## src/rtl/video_decimate_nxm_pkg.sv

```systemverilog
// Shared definitions for the runtime-configurable NxM video decimator:
// default decimation limit, shift-width derivation, channel slicing and
// the horizontal mode encoding.
package video_decim_pkg;

    localparam int MAX_SHIFT_DEF = 3;

    typedef enum logic {
        MODE_SKIP = 1'b0,
        MODE_AVG  = 1'b1
    } mode_e;

    // Smallest shift-input width that can express every value up to max_shift
    function automatic int shift_w_for(input int max_shift);
        return (max_shift < 1) ? 1 : $clog2(max_shift + 1);
    endfunction

    // LSB position of channel ch on a packed pixel bus (channel 0 in the LSBs)
    function automatic int ch_lsb(input int ch, input int data_w);
        return ch * data_w;
    endfunction

endpackage

```

## src/rtl/video_decimate_nxm_acc_ch.sv

```systemverilog
// One colour channel of the horizontal box-average: running accumulator
// plus the half-up rounded, shifted group result.
module decim_acc_ch #(
    parameter int DATA_W    = 8,
    parameter int MAX_SHIFT = 3,
    parameter int SHIFT_W   = 2
) (
    input  logic               clock,
    input  logic               reset_n,
    input  logic               de_i,
    input  logic               first_i,
    input  logic [SHIFT_W-1:0] h_shift_i,
    input  logic [DATA_W-1:0]  data_i,
    output logic [DATA_W-1:0]  avg_o
);

    localparam int ACC_W = DATA_W + MAX_SHIFT;

    logic [ACC_W-1:0] acc_q;
    logic [ACC_W-1:0] acc_d;
    logic [ACC_W-1:0] base;
    logic [ACC_W:0]   rnd;
    logic [ACC_W:0]   sum;

    // Group sum including the current pixel; phase 0 ignores any stale
    // accumulator so an abandoned partial group never leaks into the next one.
    always_comb begin
        base  = first_i ? '0 : acc_q;
        rnd   = (ACC_W+1)'((32'd1 << h_shift_i) >> 1);
        sum   = (ACC_W+1)'(base) + (ACC_W+1)'(data_i) + rnd;
        avg_o = DATA_W'(sum >> h_shift_i);
        acc_d = acc_q;
        if (de_i) begin
            acc_d = first_i ? ACC_W'(data_i) : acc_q + ACC_W'(data_i);
        end
    end

    // Accumulator register
    always_ff @(posedge clock or negedge reset_n) begin
        if (!reset_n) begin
            acc_q <= '0;
        end else begin
            acc_q <= acc_d;
        end
    end

endmodule

```

## src/rtl/video_decimate_nxm.sv

```systemverilog
// Runtime-configurable video decimator: horizontal skip or box-average by
// 2^h_shift, vertical line-skip by 2^v_shift, fixed one-cycle latency.
// Configuration is only taken on the vs rising edge so a frame never mixes
// two decimation factors.
module video_decimate_nxm
    import video_decim_pkg::*;
#(
    parameter int DATA_W    = 8,
    parameter int CH        = 3,
    parameter int MAX_SHIFT = MAX_SHIFT_DEF,
    parameter int SHIFT_W   = shift_w_for(MAX_SHIFT)
) (
    input  logic                 clock,
    input  logic                 reset_n,
    input  logic                 vs_i,
    input  logic                 hs_i,
    input  logic                 de_i,
    input  logic [CH*DATA_W-1:0] data_i,
    input  logic [SHIFT_W-1:0]   h_shift_i,
    input  logic [SHIFT_W-1:0]   v_shift_i,
    input  logic                 avg_en_i,
    output logic                 vs_o,
    output logic                 hs_o,
    output logic                 de_o,
    output logic [CH*DATA_W-1:0] data_o
);

    localparam int PIX_W = CH * DATA_W;

    logic                 vs_dly_q, vs_dly_d;
    logic                 hs_dly_q, hs_dly_d;
    logic                 de_dly_q, de_dly_d;
    logic                 de_o_q, de_o_d;
    logic [PIX_W-1:0]     data_o_q, data_o_d;
    logic [SHIFT_W-1:0]   h_shift_q, h_shift_d;
    logic [SHIFT_W-1:0]   v_shift_q, v_shift_d;
    mode_e                mode_q, mode_d;
    logic [MAX_SHIFT-1:0] pix_phase_q, pix_phase_d;
    logic [MAX_SHIFT-1:0] line_phase_q, line_phase_d;

    logic [MAX_SHIFT-1:0] h_mask;
    logic [MAX_SHIFT-1:0] v_mask;
    logic                 vs_rise;
    logic                 de_fall;
    logic                 pix_first;
    logic                 pix_last;
    logic                 line_kept;
    logic                 emit;
    logic [PIX_W-1:0]     avg_bus;

    function automatic logic [SHIFT_W-1:0] clamp_shift(input logic [SHIFT_W-1:0] s);
        if (int'(s) > MAX_SHIFT) begin
            return SHIFT_W'(MAX_SHIFT);
        end
        return s;
    endfunction

    assign h_mask    = MAX_SHIFT'((32'd1 << h_shift_q) - 32'd1);
    assign v_mask    = MAX_SHIFT'((32'd1 << v_shift_q) - 32'd1);
    assign vs_rise   = vs_i & ~vs_dly_q;
    assign de_fall   = de_dly_q & ~de_i;
    assign pix_first = (pix_phase_q == '0);
    assign pix_last  = (pix_phase_q == h_mask);
    assign line_kept = (line_phase_q == '0);

    // One averaging lane per colour channel
    for (genvar c = 0; c < CH; c++) begin : g_ch
        decim_acc_ch #(
            .DATA_W    (DATA_W),
            .MAX_SHIFT (MAX_SHIFT),
            .SHIFT_W   (SHIFT_W)
        ) u_acc (
            .clock     (clock),
            .reset_n   (reset_n),
            .de_i      (de_i),
            .first_i   (pix_first),
            .h_shift_i (h_shift_q),
            .data_i    (data_i[ch_lsb(c, DATA_W) +: DATA_W]),
            .avg_o     (avg_bus[ch_lsb(c, DATA_W) +: DATA_W])
        );
    end

    // Next-state: config capture, pixel/line phase counters, output qualification
    always_comb begin
        vs_dly_d  = vs_i;
        hs_dly_d  = hs_i;
        de_dly_d  = de_i;
        h_shift_d = h_shift_q;
        v_shift_d = v_shift_q;
        mode_d    = mode_q;
        if (vs_rise) begin
            h_shift_d = clamp_shift(h_shift_i);
            v_shift_d = clamp_shift(v_shift_i);
            mode_d    = avg_en_i ? MODE_AVG : MODE_SKIP;
        end

        pix_phase_d = '0;
        if (de_i && !pix_last) begin
            pix_phase_d = pix_phase_q + MAX_SHIFT'(1);
        end

        line_phase_d = line_phase_q;
        if (vs_rise) begin
            line_phase_d = '0;
        end else if (de_fall) begin
            line_phase_d = (line_phase_q == v_mask) ? '0 : line_phase_q + MAX_SHIFT'(1);
        end

        emit     = de_i & line_kept & ((mode_q == MODE_AVG) ? pix_last : pix_first);
        de_o_d   = emit;
        data_o_d = data_o_q;
        if (emit) begin
            data_o_d = (mode_q == MODE_AVG) ? avg_bus : data_i;
        end
    end

    // State and registered outputs
    always_ff @(posedge clock or negedge reset_n) begin
        if (!reset_n) begin
            vs_dly_q     <= 1'b0;
            hs_dly_q     <= 1'b0;
            de_dly_q     <= 1'b0;
            de_o_q       <= 1'b0;
            data_o_q     <= '0;
            h_shift_q    <= '0;
            v_shift_q    <= '0;
            mode_q       <= MODE_SKIP;
            pix_phase_q  <= '0;
            line_phase_q <= '0;
        end else begin
            vs_dly_q     <= vs_dly_d;
            hs_dly_q     <= hs_dly_d;
            de_dly_q     <= de_dly_d;
            de_o_q       <= de_o_d;
            data_o_q     <= data_o_d;
            h_shift_q    <= h_shift_d;
            v_shift_q    <= v_shift_d;
            mode_q       <= mode_d;
            pix_phase_q  <= pix_phase_d;
            line_phase_q <= line_phase_d;
        end
    end

    assign vs_o   = vs_dly_q;
    assign hs_o   = hs_dly_q;
    assign de_o   = de_o_q;
    assign data_o = data_o_q;

endmodule

```

## config.mk

```make
export PLATFORM = sky130hd
export DESIGN_NAME = video_decimate_nxm
export DESIGN_NICKNAME = d
export VERILOG_FILES = /design/src/rtl/video_decimate_nxm_pkg.sv /design/src/rtl/video_decimate_nxm_acc_ch.sv /design/src/rtl/video_decimate_nxm.sv
export SDC_FILE = /design/constraint.sdc
export NUM_CORES = 1
export LEC_CHECK = 0
export ABC_AREA = 1
export CELL_PAD_IN_SITES_DETAIL_PLACEMENT = 1
export CELL_PAD_IN_SITES_GLOBAL_PLACEMENT = 2
export CORE_MARGIN = 3
export CORE_UTILIZATION = 37
export CTS_BUF_LIST = sky130_fd_sc_hd__clkbuf_4
export DETAILED_ROUTE_END_ITERATION = 8
export PLACE_DENSITY_LB_ADDON = 0.1
export SYNTH_ARGS = -nofsm -noshare
export SYNTH_HDL_FRONTEND = slang
export SYNTH_SLANG_ARGS = --single-unit
```

## constraint.sdc

```tcl
create_clock -name clock -period 9.45 [get_ports clock]
set_input_delay 1.4175 -clock clock [delete_from_list [all_inputs] [get_ports clock]]
set_output_delay 1.4175 -clock clock [all_outputs]
set_load 0.02 [all_outputs]
```

==> flow_summary.ini, run 1 <==
[outcome]
outcome = finished clean

[sta]
max_slew_margin_pct = 29.96
grt_setup_unrepaired = false
tightestPinTransition_ps = 1047
setup_viol = 0
final.setup.worst_slack_ps = 5083
slew_viol_final = 0
hold_violations = 0
period_needed_ps = 4367
timing.clock.skew_ps = 22.91
timing.fmax_mhz = 229.0
final_min_period_over_clock_period_pct = 46.22
final.setup.tns_ps = 0

[route]
drtIter0Drc = 401
ant_nets = 0
route.detailed.wl_per_inst_um = 17.61
wl_met1_mm = 12.32
dr.pass1.iters = 4
met3_wirelength_um = 769
vias = 6851
top_layer_used = met4
drt-vias-per-instance = 5.262
drt-total-wl_mm = 22.93
drcViolationCount = 0
route.met2.wl_mm = 9.624

[pwr]
power.switching_fraction_pct = 51.34
totalPowerFinal_w = 0.002171
netSwitchingPower_w = 0.001115
power_share_of_the_clock_group_pct = 11.0
p_leak_nw = 4.106
sequentialPowerShare_pct = 23.6
ir_worst_vdd_uv = 85.83
pwr-share-comb_pct = 65.4
power_density_nw_per_um2 = 276.3
cell_internal_pwr_w = 0.001056

[cts]
cts-root-buf = clkbuf_4
cts.reportedPaths.clkPinSlew_ps = 140
cts_htree_levels = 3
post_cts.repair.setup_buffers = 0
hold_buffers = 0
clk-insertion-delay-late_ps = 480
cts_resized = 0
clock_sink_count = 72
tritoncts = built
cts-buffers-inserted = 9
clock_path_buffers = 2

[yosys]
async_flop_share_pct = 100.0
avgSynthCellArea_um2 = 6.807
post_synth_instance_area_um2 = 6943
seq_total_area_yosys_pct = 25.95
synth_fa_ha_area_share_pct = 16.40
synthSimpleGateAreaFrac_pct = 31.38
synth.mux.area_fraction_pct = 0.1622
post_synth_edffs = 0
synthDominantCellAreaShare_pct = 25.95
synth-main-ff-cell = dfrtp_1
yosys-top-cells-count = 272 x nand2_1, 148 x inv_1, 118 x nand3_1
synth_area_leader_cell = dfrtp_1
synth_top_family_by_area = simple AND/OR/NAND/NOR gates
syn-instance-count = 1020
ys.warnings.count = 0
synth.ff_latch_count = 72
synth.lib_cells_used.distinct = 36
synth.net_count = 1136
synth_xor_xnor_area_share_pct = 2.000
synth_most_common_cell = nand2_1
post_synth_main_area_contributors = dfrtp_1 26%, nand2_1 15%, ha_1 12%
synth_compound_gate_area_share_pct = 13.46

[worst_hold_path]
timing.hold.worst_path_depth = 2
hold_path_startpoint = data_o[7]
hp-class = reg2reg
whs_endpoint = data_o[7]

[floorplanning]
design.die.area_um2 = 20440
starting_density_of_the_core_pct = 38.13
core_um2 = 18210
die_w_um = 143.0
std_cell_rows = 49
chipHeight_um = 143.0
io_pins = 61

[critical_path]
cpMostUsedCell = fa_1
critPathRequiredTime_ps = 9820
worstSetupEndpointType = flip-flop
crit_path_max_incr_delay_ps = 1010
startpoint_type = flip-flop
criticalPathCategory = reg2reg
critical-path-slowest-cell = dfrtp_1
path_cells = inv_2 > nor2_1 > fa_1 > ha_1 > fa_1 > xnor2_1 > o21ai_0 > or2_2 > nand3_1 > a21oi_2
reg2regPathDepth = 10
r2r_endpoint = data_o[18]
r2r_slack_ps = 5080
critical_path.max_fanout = 25
setup.worst_path.start = h_shift_q[1]
worst_r2r_startpoint = h_shift_q[1]
critPathArrivalTime_ps = 4740

[placement]
dpl_worst_slack_ps = 4797
dp_cells = 1282
hpwl_mm = 17.82
gp_congestion = 0.8192
port-buffer-count = 60

[final_layout]
areaGrowthSynthToFinish_pct = 13.19
num-fill-cells = 2365
instances_no_fill = 1302
seqCellArea_um2 = 1802
post_route_cells_drive_above_1_share_pct = 4.210
multi_input_area_um2 = 4402
nNetsFinal = 1180

[global_routing]
global_route.usage.total_pct = 23.37
grt_overflow = 0
grt_pass1_wl_mm = 37.58
first_global_vias = 6864
number_of_antenna_violations_at_the_first_check_in_global_routing = 1
grt_max_degree = 73

[job]
cap_violations = 0
-- flip-flops by register name (all words and copies together), names as in the netlist, 2 cells and up --
register,cells
data_o,24
g_ch.u_acc.acc_q,33
h_shift_q,2
line_phase_q,3
pix_phase_q,3
v_shift_q,2
-- worst max path at each step --
stage                                        end  slack [ps]  cells past startpoint
after detailed placement  g_ch[1].u_acc.acc_q[3]        4800                      8
final                                 data_o[18]        5080                     10
after global placement    g_ch[1].u_acc.acc_q[3]        4750                      8
after CTS                             data_o[18]        5070                     10
after global routing                  data_o[18]        4720                     10
after floorplan                       data_o[18]        6060                      8
-- cell usage in the layout (no fill, tap or decap), drive strengths merged, types with 4 or more instances in the layout --
cell type	instances
nand2	275
inv	153
nand3	118
nor2	97
a21oi	73
dfrtp	72
ha	67
clkdlybuf4s50	59
o21ai	34
o211ai	16
fa	15
xor2	12
o221ai	11
nand4	10
clkbuf	9
nand3b	8
o21bai	6
a22oi	5
diode	4
or2	4
buf	4
clkinv	4
-- power groups by stage --
stage               registers, W  logic [W]  clock network [W]
finish                  0.000512    0.00142           0.000239
global route            0.000528    0.00162           0.000262
CTS                     0.000513    0.00142           0.000249
detailed placement      0.000520    0.00141                  0
global placement        0.000519    0.00140                  0
floorplan               0.000554   0.000938                  0
-- critical path, delay by kind of cell, from the launching register on --
family,cells,cell delay [ps]
simple gates,3,1160
buf+inv,1,370
flops,1,1010
xor+xnor,1,270
fa+ha+maj,3,1260
compound gates,2,190
-- metal layers --
metal,vias up,global-route usage (%)
li1,3417,-
met1,3304,36.76
met2,114,34.37
met3,16,2.981
met4,0,4.252
met5,-,0
-- cell type report --
cell class	instances	area share, %
multi-input combinational	765	56.01
sequential	72	22.93
timing repair buffer	63	7.897
inverter	153	7.340
tap	229	3.646
clock inverter	7	1.194
clock buffer	9	0.8597
antenna	4	0.1274
-- stage by stage --
stage,instance area [µm²],utilization [%],hold WS (ps)
global placement,7687,42.22,464.5
global route,7859,43.16,526.7
finish,7859,43.16,506.4
floorplan,6943,-,483.8
detailed placement,7687,42.22,473.2
CTS,7849,43.10,506.6
-- logic make-up after synthesis --
| group | after synthesis |
|---|---|
| mux | 1 |
| buf+inv | 183 |
| flops | 72 |
| fa+ha+maj | 82 |
| simple gates | 515 |
| compound gates | 152 |
| xor+xnor | 15 |
(Power assumes the default switching activity.)
==> run 2: changes to the inputs <==
Settings changed: CORE_UTILIZATION 37 to 31.
Clock period 9.45 ns to 3.85 ns, I/O delays scaled along.
==> run 2 against run 1 <==
  * Sequential cell count did not move
  * Clock-buffer cell count rose by 1
  * Critical path depth rose by 9
  * Critical endpoint is now data_o[7]
==> flow_summary.ini, run 2 (synthesis gave the netlist of run 1 again) <==
[floorplanning]
core_um2 = 21890
chipHeight_um = 155.7
design.die.area_um2 = 24230
io_pins = 61
std_cell_rows = 54
starting_density_of_the_core_pct = 31.72
die_w_um = 155.7

[pwr]
power_density_nw_per_um2 = 671.3
ir_worst_vdd_uv = 177.2
totalPowerFinal_w = 0.005443
p_leak_nw = 4.228

[global_routing]
global_route.usage.total_pct = 20.25
grt_pass1_wl_mm = 38.61
first_global_vias = 6776
number_of_antenna_violations_at_the_first_check_in_global_routing = 1
grt_max_degree = 53
grt_overflow = 0

[final_layout]
finalCoreUtilization_pct = 37.04
finish.instance_area_um2 = 8109
largest_register_ffs = 33
instances_no_fill = 1373
post_route_cells_drive_above_1_share_pct = 6.319
nNetsFinal = 1203
regMostFlops = g_ch.u_acc.acc_q
areaGrowthSynthToFinish_pct = 16.80
layout_commonest_cell = nand2_1
layout.cells.most_common_list = 272 x nand2_1, 148 x inv_1, 118 x nand3_1

[critical_path]
criticalPathCategory = reg2reg
critPathArrivalTime_ps = 3690
startpoint_type = flip-flop
worstSetupEndpointType = flip-flop
critical_path.max_fanout = 18
critPathRequiredTime_ps = 4230

[cts]
cts-root-buf = clkbuf_4
cts-buffers-inserted = 9
clock_path_buffers = 2
hold_buffers = 0
cts.reportedPaths.clkPinSlew_ps = 160
tritoncts = built
cts_htree_levels = 3
clock_sink_count = 72
post_cts.repair.setup_buffers = 0
cts_resized = 0
clk-insertion-delay-late_ps = 470

[sta]
timing.fmax_mhz = 302.5
max_slew_margin_pct = 38.29
tightestPinTransition_ps = 920.0
final.setup.tns_ps = 0
grt_setup_unrepaired = false
period_needed_ps = 3306
slew_viol_final = 0
final_min_period_over_clock_period_pct = 85.88
setup_viol = 0
timing.clock.skew_ps = 25.62
hold_violations = 0

[route]
drcViolationCount = 0
route.detailed.wl_per_inst_um = 17.50
drt-vias-per-instance = 4.886
dr.pass1.iters = 4
drt-total-wl_mm = 24.03
vias = 6709
drtIter0Drc = 320
ant_nets = 0

[placement]
dp_cells = 1356
cell_area_after_placement_um2 = 7924
gp_congestion = 0.8162
hpwl_mm = 19.16
port-buffer-count = 60

[outcome]
outcome = finished clean

[worst_hold_path]
hp-class = in2async

[job]
cap_violations = 0
-- run 2: cell count changes in the layout (fill, tap and decap cells not counted) --
cell,previous run,this run
clkbuf_4,9,10
inv_6,2,0
clkinv_2,1,2
diode_2,4,1
buf_4,4,27
clkinv_1,3,2
bufinv_16,2,3
-- run 2: report_power, final --
| part | switching (W) | leakage [nW] | internal [W] |
|---|---|---|---|
| registers | 0.000212 | 0.883 | 0.00104 |
| logic | 0.00219 | 3.25 | 0.00133 |
| clock network | 0.000339 | 0.0964 | 0.000334 |
| total | 0.00274 | 4.23 | 0.00271 |
-- run 2: area by class of cell --
class / count / area [µm²]
repair buffers: 86 / 793.3
flip-flops and latches: 72 / 1802
clock buffers: 10 / 75.07
diodes: 1 / 2.502
well taps: 280 / 350.3
inverters: 153 / 576.8
multi-input cells: 765 / 4402
fillers: 2807 / 13780
clock inverters: 6 / 107.6
-- run 2: layer usage --
layer	up-vias	part of all wire [%]	GRT usage (%)
met4	0	0.90	4.085
met3	12	2.5	1.775
met5	-	0	0
li1	3463	-	-
met1	3170	56	32.82
met2	64	41	29.01
-- run 2: worst max-delay path: stages (launching register included) --
cell and delay [ps]:
dfrtp_1 520, inv_2 320, nor2_1 80, buf_4 200, fa_1 530, ha_1 200
inv_1 70, fa_1 410, inv_1 100, nand3_1 70, nand2_1 110, nand2_1 90
nand2_1 70, nand2_1 60, nand3_1 70, nand2_1 50, inv_1 80, nand3_1 80
nand2_1 70, nand2_1 40
-- run 2: path summary, 6_finish.rpt --
kind	end	cells after the start	from	slack, ps
min in group clock	data_o[9]	2	data_o[9]	490
setup / recovery	data_o[7]	19	h_shift_q[1]	540
setup reg to reg	data_o[7]	19	h_shift_q[1]	540
max in group asynchronous	data_o[14]	2	reset_n	2870
hold / removal	data_o[4]	1	reset_n	120
hold reg to reg	data_o[9]	2	data_o[9]	490
-- run 2: per-stage QoR --
| step | hold WS (ps) | setup WS (ps) |
|---|---|---|
| final | 116.1 | 543.7 |
| after global routing | 165.6 | 182.9 |
| after CTS | 160.8 | 521.6 |
| after detailed placement | 465.4 | 440.7 |
| after global placement | 468.8 | 460.6 |
| after floorplan | 281.9 | 536.4 |
